<file path="src/rtl/mycpu_pkg.sv">
// Shared types for the CPU front end.
//   pc_sel_t      : PC select encoding driven by the control unit
//   fetch_state_t : instruction fetch FSM states
//   branch_offset : sign-extended 6-bit branch displacement taken from an instruction
package mycpu_pkg;

   localparam int unsigned CNT_W = 8;

   typedef enum logic [1:0] {
      PS_HOLD = 2'b00,
      PS_INC  = 2'b01,
      PS_BRA  = 2'b10,
      PS_JMP  = 2'b11
   } pc_sel_t;

   typedef enum logic {
      F_IDLE = 1'b0,
      F_WAIT = 1'b1
   } fetch_state_t;

   // Displacement field is split across the instruction: {ir[8:6], ir[2:0]}.
   function automatic logic [15:0] branch_offset(input logic [15:0] ir);
      return {{10{ir[8]}}, ir[8:6], ir[2:0]};
   endfunction

endpackage

</file>
<file path="src/rtl/pc_next.sv">
// Combinational next-PC selection.
//   pc      : current program counter
//   ps      : PC select (hold / increment / branch / jump)
//   ir      : instruction register, source of the branch displacement
//   ra      : register-file A data, jump target
//   next_pc : candidate PC value; wraps modulo 2^16
module pc_next
   import mycpu_pkg::*;
(
   input  logic [15:0] pc,
   input  pc_sel_t     ps,
   input  logic [15:0] ir,
   input  logic [15:0] ra,
   output logic [15:0] next_pc
);

   always_comb begin
      next_pc = pc;
      unique case (ps)
         PS_HOLD: next_pc = pc;
         PS_INC:  next_pc = pc + 16'd1;
         PS_BRA:  next_pc = pc + branch_offset(ir);
         PS_JMP:  next_pc = ra;
         default: next_pc = pc;
      endcase
   end

endmodule

</file>
<file path="src/rtl/fetch_unit.sv">
// Instruction fetch unit: owns the PC and the instruction register and runs a
// two-state fetch FSM against a request/ack instruction memory.
//   clk, rst_n     : clock, asynchronous active-low reset
//   il_in          : instruction-load request
//   ps_in          : PC select (applied only when idle and not loading)
//   ra_in          : jump target
//   imem_data_in   : memory read data, valid with imem_ack_in
//   imem_ack_in    : memory acknowledge
//   imem_req_out   : registered memory read request
//   imem_addr_out  : registered memory read address
//   ins_out        : instruction register
//   pc_out         : program counter
//   ins_valid_out  : one-cycle pulse when the IR is loaded
//   busy_out       : fetch outstanding
//   err_out        : sticky fetch timeout, cleared only by reset
module fetch_unit
   import mycpu_pkg::*;
#(
   parameter logic [15:0] RESET_PC = 16'h0000,
   parameter int unsigned TIMEOUT  = 255
) (
   input  logic        clk,
   input  logic        rst_n,
   input  logic        il_in,
   input  logic [1:0]  ps_in,
   input  logic [15:0] ra_in,
   input  logic [15:0] imem_data_in,
   input  logic        imem_ack_in,
   output logic        imem_req_out,
   output logic [15:0] imem_addr_out,
   output logic [15:0] ins_out,
   output logic [15:0] pc_out,
   output logic        ins_valid_out,
   output logic        busy_out,
   output logic        err_out
);

   localparam logic [CNT_W-1:0] TIMEOUT_CNT = CNT_W'(TIMEOUT);

   fetch_state_t     state;
   logic [15:0]      pc_r;
   logic [15:0]      ir_r;
   logic [CNT_W-1:0] wait_cnt;
   logic [15:0]      pc_nxt;

   pc_next u_pc_next (
      .pc      (pc_r),
      .ps      (pc_sel_t'(ps_in)),
      .ir      (ir_r),
      .ra      (ra_in),
      .next_pc (pc_nxt)
   );

   always_ff @(posedge clk or negedge rst_n) begin
      if (!rst_n) begin
         state         <= F_IDLE;
         pc_r          <= RESET_PC;
         ir_r          <= 16'h0000;
         wait_cnt      <= '0;
         imem_req_out  <= 1'b0;
         imem_addr_out <= 16'h0000;
         ins_valid_out <= 1'b0;
         err_out       <= 1'b0;
      end else begin
         ins_valid_out <= 1'b0;
         case (state)
            F_IDLE: begin
               // A load request wins over PC update; ack is ignored here.
               if (il_in) begin
                  imem_req_out  <= 1'b1;
                  imem_addr_out <= pc_r;
                  wait_cnt      <= '0;
                  state         <= F_WAIT;
               end else begin
                  pc_r <= pc_nxt;
               end
            end
            F_WAIT: begin
               // Ack beats timeout when both land in the same cycle.
               if (imem_ack_in) begin
                  ir_r          <= imem_data_in;
                  ins_valid_out <= 1'b1;
                  imem_req_out  <= 1'b0;
                  state         <= F_IDLE;
               end else if (wait_cnt == TIMEOUT_CNT) begin
                  err_out      <= 1'b1;
                  imem_req_out <= 1'b0;
                  state        <= F_IDLE;
               end else begin
                  wait_cnt <= wait_cnt + 1'b1;
               end
            end
            default: state <= F_IDLE;
         endcase
      end
   end

   assign busy_out = (state == F_WAIT);
   assign pc_out   = pc_r;
   assign ins_out  = ir_r;

endmodule

</file>
<file path="config.mk">
export PLATFORM = sky130hd
export DESIGN_NAME = fetch_unit
export DESIGN_NICKNAME = d
export VERILOG_FILES = /design/src/rtl/mycpu_pkg.sv /design/src/rtl/pc_next.sv /design/src/rtl/fetch_unit.sv
export SDC_FILE = /design/constraint.sdc
export NUM_CORES = 1
export LEC_CHECK = 0
export ABC_AREA = 1
export BUFFER_PORTS_ARGS = -buffer_cell sky130_fd_sc_hd__buf_2
export CAP_MARGIN = 20
export CORE_MARGIN = 5
export CORE_UTILIZATION = 30
export DETAILED_ROUTE_END_ITERATION = 8
export PLACE_DENSITY = 0.6
export SYNTH_ARGS = -nofsm -noshare
export SYNTH_HDL_FRONTEND = slang
export SYNTH_SLANG_ARGS = --single-unit
export TNS_END_PERCENT = 1
</file>
<file path="constraint.sdc">
create_clock -name clk -period 3.2 [get_ports clk]
set_input_delay 0.16 -clock clk [delete_from_list [all_inputs] [get_ports clk]]
set_output_delay 0.16 -clock clk [all_outputs]
set_load 0.005 [all_outputs]
</file>
==> results.txt, run 1 <==
Counting cells, the worst reg-to-reg path comes to 15. The power per unit of standard cell area is 795.1 mW/mm^2. The count of unresolved DRC violations after routing came out at 0. The core outline area is 0.01094 mm^2. In this run the critical register-to-register path is captured at pc_out[14].

The number of hold violations in the final report is 0. The total I/O pin count came out at 90. The floorplan has 38 rows. The final number of setup-violating endpoints came out at 0. The cts-stage hold buffer count is 1.

The via count is 3257. In this run, CTS created clock tree buffers numbering 9. Of the cells placed in the final design, the portion with a size suffix greater than 1 is 23.55%. The number of buffers inserted by port buffering is 89. The worst ir drop on vdd came out at 251.6 uV. The class of the tightest hold or removal check is in2reg. CTS placed an instance of sky130_fd_sc_hd__clkbuf_16 at the clock tree root. Setup repair after global routing left no endpoint under its margin. After detailed routing, the average wire length per cell comes to 13.66 um.

The slowest stage of the critical path belongs to the cell sky130_fd_sc_hd__fa_1. The routability-driven placement congestion ratio is 0.8639. The overall routing resource usage came out at 14.72%. Clock tree synthesis found a total of 60 sinks. The full die area came out at 0.01353 mm^2. The die width came out at 116.3 um. Tracing the worst setup path back leads to its startpoint at ins_out[0]. The global-route congestion overflow total came out at 0. For this run, the register share of the synthesized area comes to 44.28%. The worst endpoint data arrival time is 2.61 ns. The slack of the worst reg-to-reg path came out at 0.80 ns. The flop and latch count out of synthesis came out at 60. Across the whole layout, storage elements account for 0.001501 mm^2. The half-perimeter wire length after placement came out at 7224 um. The largest net degree at the start of global routing came out at 42. The signal on the critical path passes through or2_2 -> ha_1 -> fa_1 -> nand3_1 -> nand3_1 -> nand2_1 -> nand2_1 -> nand2_1 -> inv_1 -> nand3_1 -> nand2_1 -> nand2_1 -> nand3_1 -> nand2_1 -> nand2_1. The sum of negative setup slack came out at 0 ns. The data required time at the worst endpoint is 3.41 ns. In this run the critical register-to-register path is launched from ins_out[0]. The cell area after placement came out at 0.003951 mm^2. The end-of-flow core utilization is 39.06%. The worst clock skew came out at 0.008764 ns. The number of cells traversed by the worst hold path came out at 3. The via count of the first global-routing pass is 3248.

Including well taps, the total number of placed cells is 675. The worst hold path begins at imem_data_in[5]. The filler-free cell count of the finished design came out at 692. The number of max-cap violations came out at 0. The antenna diode instance count is 0.

The worst setup path is captured at a flip-flop. The worst setup path is launched from a flip-flop. The count of unique library cells instantiated by Yosys came out at 40. The static power due to leakage is 2.333 nW. The y dimension of the die came out at 116.3 um.

In this design, the critical path's most frequently occurring cell is sky130_fd_sc_hd__nand2_1. The final design area excluding fillers came out at 0.004272 mm^2. The peak fanout along the critical path is 4. The count of pins over their slew limit came out at 0. The initial utilization of the core area, before any placement, comes to 31.01%.

Synthesis produced a netlist with a net count of 503. The wire length of the first global-routing pass is 15790 um. The library cell used most frequently in the layout, excluding fill and tap cells, is sky130_fd_sc_hd__nand2_1. The flow ran to the end, and the final reports show no timing, DRC or antenna violations. The number of antenna-violating nets in the routed design is 0. The post-placement worst setup slack came out at 0.6999 ns. The DRC marker count from the first detailed-route iteration came out at 224. Subtracting the final worst setup slack from the clock period gives 2.397 ns. The max-slew headroom at the worst pin is 48.32%. The H-tree level count came out at 3. The number of antenna violations at the first check in global routing was 0. The clock latency on the worst-skew pair came out at 0.33 ns. The slew at the pin closest to its max-slew limit came out at 0.7751 ns. The highest attainable clock frequency came out at 417.1 MHz. The largest single stage delay on the critical path is 0.42 ns.

The cell count after synthesis came out at 458. The post-layout net count is 592. Clock-pin slew was measured on the worst setup and hold paths at 0.06 ns. The post-CTS repair timing setup buffer count came out at 0. The average instance in the mapped netlist occupies 7.403 um^2. In the layout the commonest cells are sky130_fd_sc_hd__nand2_1 (150), sky130_fd_sc_hd__buf_2 (89), sky130_fd_sc_hd__dfrtp_1 (60), sky130_fd_sc_hd__inv_1 (53), sky130_fd_sc_hd__nor2_1 (40).

The buffer depth of the longest clock path came out at 2. The via-per-instance ratio came out at 4.707. The number of gates given a new drive strength after cts came out at 0.

The worst setup path is of the reg2reg kind. The first TritonRoute pass finished after 6 iterations. The final-layout fill cell count is 1188. During synthesis, Yosys emitted a total of 0 warnings.

The area growth from synthesis to layout is 25.98%. Once routing completed, OpenROAD measured the worst setup slack at 0.8025 ns. Following the worst setup path forward leads to its endpoint at pc_out[14].

The post-route fraction of the period consumed by the critical path came out at 74.92%. The cell area that synthesis handed to floorplanning was 0.003391 mm^2. The clock tree from TritonCTS is built. The final wirelength came out at 9456 um. In the final layout, the multi-input gates occupy 0.001604 mm^2.
## power by group
group | switching [mW] | internal, mW
sequential | 0.208 | 0.998
clock | 0.359 | 0.628
combinational | 0.725 | 0.479
total | 1.29 | 2.10
## worst max-delay path: cells and delay by family (launching register included)
| family | cells | cell delay [ns] |
|---|---|---|
| buffers and inverters | 1 | 0.08 |
| and+or+nand+nor | 12 | 1.14 |
| DFF | 1 | 0.39 |
| adders and majority gates | 2 | 0.66 |
## through the flow
stage / power [mW] / hold WS [ns]
finish: 3.396 / 0.02225
CTS: 3.431 / 0.01280
global placement: 2.405 / 0.1435
detailed placement: 2.425 / 0.1513
floorplan: 1.924 / -0.1356
global route: 3.659 / 0.02888
## kinds of logic after synthesis
logic type	synth area share [%]
AO/OA/AOI/OAI	12.21
XOR/XNOR	1.550
adder cells (fa/ha/maj)	2.804
buffers and inverters	8.413
flip-flops	44.28
AND/OR/NAND/NOR	30.74
## routing by layer
layer / vias to the layer above / wire (um) / part of all wire [%] / global-route usage (%)
met3: 9 / 495 / 5.2 / 3.472
met5: - / 0 / 0 / 0
met2: 85 / 4461 / 47 / 23.72
met4: 0 / 139 / 1.5 / 5.414
met1: 1516 / 4358 / 46 / 19.32
li1: 1647 / - / - / -
## area by class of cell
cell class,instances,area share (%)
Multi-Input combinational cell,329,37.55
Sequential cell,60,35.15
Clock inverter,6,1.670
Inverter,54,4.745
Timing Repair Buffer,93,11.19
Tap cell,140,4.101
Clock buffer,10,5.595
## worst min path at each step
| stage | end | slack [ns] |
|---|---|---|
| floorplan | busy_out | -0.14 |
| global placement | pc_out[2] | 0.14 |
| detailed placement | pc_out[3] | 0.15 |
| CTS | ins_out[5] | 0.01 |
| global route | ins_out[8] | 0.03 |
| finish | ins_out[5] | 0.02 |
## sequential cells by signal (all words and copies together), names as in the netlist
register	cells
imem_addr_out	16
ins_out	16
pc_out	16
wait_cnt	8
busy_out	1
err_out	1
imem_req_out	1
ins_valid_out	1
## synthesized netlist by cell type (all sizes together)
cell	n	area, um^2
a21o	1	7.510
nor2	46	192.7
a22oi	2	15.01
xnor2	2	17.52
or2	2	12.51
o21ai	35	178.9
a41oi	5	43.79
nand2	161	636.9
fa	1	20.02
nand3	32	165.2
dfrtp	60	1501
a211oi	1	7.510
o21a	1	7.510
o31ai	1	7.510
nand4	4	25.02
a22o	1	8.760
xor2	4	35.03
clkbuf	8	30.03
nor3	2	10.01
a41o	2	20.02
o211ai	3	22.52
a31oi	1	6.260
inv	54	202.7
o22ai	4	25.02
ha	6	75.07
buf	7	52.54
a21oi	11	55.05
o41ai	1	8.760
No activity file was read; power rests on OpenSTA's default activity.
==> inputs of run 2 (changes only) <==
--- a/config.mk
+++ b/config.mk
@@ -11,7 +11,7 @@
 export CORE_MARGIN = 5
 export CORE_UTILIZATION = 30
 export DETAILED_ROUTE_END_ITERATION = 8
-export PLACE_DENSITY = 0.6
+export PLACE_DENSITY = 0.62
 export SYNTH_ARGS = -nofsm -noshare
 export SYNTH_HDL_FRONTEND = slang
 export SYNTH_SLANG_ARGS = --single-unit
==> constraint.sdc (replaced) <==
create_clock -name clk -period 2.15 [get_ports clk]
set_input_delay 0.1075 -clock clk [delete_from_list [all_inputs] [get_ports clk]]
set_output_delay 0.1075 -clock clk [all_outputs]
set_load 0.005 [all_outputs]
==> run 2 against run 1 <==
  * The run now ends with negative setup slack left
  * Largest cell class unchanged
  * Count of clock-buffer cells in the layout is 1 higher
  * Critical path depth stayed put
  * Cell count is 4.3% higher
  * Global-route usage is 0.55 points higher
  * Clock skew is 0.0011 ns higher
  * Utilization is 3.2 points higher
  * Sequential cell count stayed put
  * Power is 57% higher
  * Maximum frequency is 11% higher
  * Critical path type unchanged
  * Combinational power is 65% higher
==> results.txt, run 2 (synthesized netlist as in run 1, its figures left out) <==
The run finished, with violations left. The checks that failed: negative setup slack. The post-layout worst setup margin is -0.007256 ns (-0.8098 ns).

The filler-free cell count of the finished design came out at 722 (+4.3%). In this run the worst setup path begins at ins_out[0]. The initial cell density of the core was 31.01% (unchanged).

The worst clock skew is 0.009815 ns (+0.001051 ns). The via-per-instance ratio is 4.683 (-0.51%). The antenna diode instance count is 0 (unchanged). The reg-to-reg critical path startpoint is ins_out[0]. The clock-pin slew reported for the worst setup and hold paths after clock tree synthesis is 0.05 ns (about the same). The slew at the pin closest to its max-slew limit is 0.7812 ns (+0.006107 ns).

The routability-driven placement congestion ratio is 0.8499 (-1.6%). The total number of placement rows came to 38 (unchanged). TritonCTS built the clock tree. STA classifies the critical path endpoint as a flip-flop. The DRC marker count from the first detailed-route iteration is 206 (-8.0%). The via count came out at 3381 (+3.8%).

The count of unresolved DRC violations after routing came out at 0 (unchanged). The critical path class is reg2reg. The via count of the first global-routing pass is 3301 (+1.6%). The minimum clock period came out at 2.157 ns (-0.2402 ns). The worst reg-to-reg path cell count is 15 (unchanged). The overall routing resource usage is 15.27% (+0.55 points). The number of hold violations in the final report is 0 (unchanged). The die width came out at 116.3 um (unchanged). The static power due to leakage was 2.479 nW (+6.3%). Setup repair after global routing could not meet its margin everywhere.

The y dimension of the die came out at 116.3 um (unchanged). The slowest stage of the critical path is the sky130_fd_sc_hd__dfrtp_1 cell. The destination of the critical timing path is pc_out[10]. The max-slew headroom at the worst pin came out at 47.92% (-0.40 points). The number of antenna-violating nets in the routed design came to 0 (unchanged). The power per unit of standard cell area came out at 1151 mW/mm^2 (+45%).

The endpoint identified for the worst register-to-register timing path is pc_out[10]. The final number of setup-violating endpoints came to 1 (+1). The number of buffers inserted by port buffering was 89 (unchanged). The count of pins over their slew limit is 0 (unchanged).

The cell sitting at the root of the clock tree is a sky130_fd_sc_hd__clkbuf_16. The end-of-flow core utilization is 42.25% (+3.2 points). The clock latency on the worst-skew pair came out at 0.34 ns (about the same). The critical path goes through or2_4 -> ha_4 -> fa_2 -> nand3_2 -> nand3_2 -> nand2_2 -> nand2_2 -> nand2_2 -> inv_2 -> nand3_1 -> nand2_1 -> nand2_1 -> nand3_1 -> nand2_1 -> o21ai_1.

The wire length of the first global-routing pass came out at 16220 um (+2.7%). The peak fanout along the critical path came out at 3 (-1). The post-placement worst setup slack was -0.03244 ns (-0.7323 ns). The core outline area came out at 0.01094 mm^2 (unchanged). Leaving out fill and tap cells, the most frequent cells in the layout are sky130_fd_sc_hd__nand2_1 (144), sky130_fd_sc_hd__buf_2 (89), sky130_fd_sc_hd__dfrtp_1 (60), sky130_fd_sc_hd__inv_1 (52), sky130_fd_sc_hd__nor2_1 (38). The fraction of layout cells with a size suffix above 1 was 27.49% (+3.9 points).

The library cell used most frequently in the layout, excluding fill and tap cells, is sky130_fd_sc_hd__nand2_1. The H-tree level count was 3 (unchanged). The number of antenna violations at the first check in global routing is 0 (unchanged).

The slack of the worst reg-to-reg path is -0.007 ns (-0.81 ns). The number of max-cap violations came to 0 (unchanged). The worst endpoint data arrival time came out at 2.37 ns (-0.24 ns). The number of sinks driven by the clock tree is 60 (unchanged). The half-perimeter wire length after placement is 7056 um (-2.3%). The buffer depth of the longest clock path was 2 (unchanged). The largest net degree at the start of global routing came out at 61 (+45%). The post-route fraction of the period consumed by the critical path came out at 100.3% (+25 points). The worst ir drop on vdd is 331.4 uV (+32%). The sum of negative setup slack came out at -0.007256 ns (-0.007256 ns). The area growth from synthesis to layout is 36.27%. The class of the tightest hold or removal check is in2reg. The highest attainable clock frequency came out at 463.6 MHz (+11%). The power consumption came to 5.317 mW (+57%). The placed cell count is 686 (+1.6%). The per-cell routed wire length is 13.51 um (-1.1%). The number of buffers created by CTS came out at 9 (unchanged).

The post-layout net count is 622 (+5.1%). The count of TritonRoute iterations in the first routing pass came out at 4 (-2). The peak per-stage delay on the critical path is 0.39 ns (-0.03 ns).

The total I/O pin count is 90 (unchanged). The final wirelength came out at 9754 um (+3.2%). The full die area is 0.01353 mm^2 (unchanged). The data required time at the worst endpoint came to 2.36 ns (-1.05 ns).

The global-route congestion overflow total came out at 0 (unchanged). STA classifies the critical path startpoint as a flip-flop.
[run 2: changes by cell type in the layout (fill, tap and decap cells not counted), sizes merged]
cell	before	now
buf	92	107
bufinv	1	2
clkbuf	10	11
clkinv	2	1
clkinvlp	2	1
dlygate4sd3	1	16
[run 2: what timing repair did]
| item | 4_1_cts | 5_1_grt |
|---|---|---|
| gates resized for setup | 5 | 16 |
| setup buffers | 0 | 4 |
| hold endpoints to repair | 75 | 0 |
| setup endpoints to repair | 5 | 8 |
| hold buffers | 16 | 0 |
| pin swaps | 2 | 6 |
[run 2: cell type report]
class / instances / area (um^2)
Timing Repair Buffer: 123 / 740.7
Multi-Input combinational cell: 329 / 1683
Sequential cell: 60 / 1501
Fill cell: 1122 / 6315
Inverter: 54 / 202.7
Clock inverter: 5 / 85.08
Clock buffer: 11 / 232.7
Tap cell: 140 / 175.2
[run 2: power breakdown]
| group | total [mW] | internal, mW | leakage (nW) | switching, mW |
|---|---|---|---|---|
| logic | 1.98 | 0.830 | 1.57 | 1.15 |
| registers | 1.78 | 1.49 | 0.755 | 0.293 |
| clock network | 1.55 | 1.02 | 0.150 | 0.534 |
[run 2: worst min path at each step]
stage                      from           to  cells after the start
2_1_floorplan             rst_n     busy_out                      0
3_3_place_gp   imem_data_in[10]  ins_out[10]                      3
3_5_place_dp   imem_data_in[13]  ins_out[13]                      3
4_1_cts                ra_in[1]    pc_out[1]                      3
5_1_grt         imem_data_in[8]   ins_out[8]                      3
6_report        imem_data_in[8]   ins_out[8]                      3
[run 2: layer usage]
layer / vias up / wire (um) / share of wire [%] / track usage (%)
met3: 21 / 436 / 4.5 / 3.782
met4: 0 / 279 / 2.9 / 6.806
li1: 1710 / - / - / -
met1: 1570 / 4527 / 46 / 20.30
met2: 80 / 4511 / 46 / 23.57
met5: - / 0 / 0 / 0
[run 2: critical path, delay by kind of cell, from the launching register on]
family | cells | cell delay [ns]
buf+inv | 1 | 0.06
compound gates | 1 | 0.05
fa+ha+maj | 2 | 0.56
flops | 1 | 0.39
simple gates | 11 | 0.98
[run 2: stage by stage]
step / instance area (um^2) / hold WS, ns
after detailed placement: 4036 / 0.3102
after CTS: 4532 / 0.01524
final: 4621 / 0.02330
after global placement: 4036 / 0.3017
after global routing: 4621 / 0.03498
after floorplan: 3393 / -0.1881
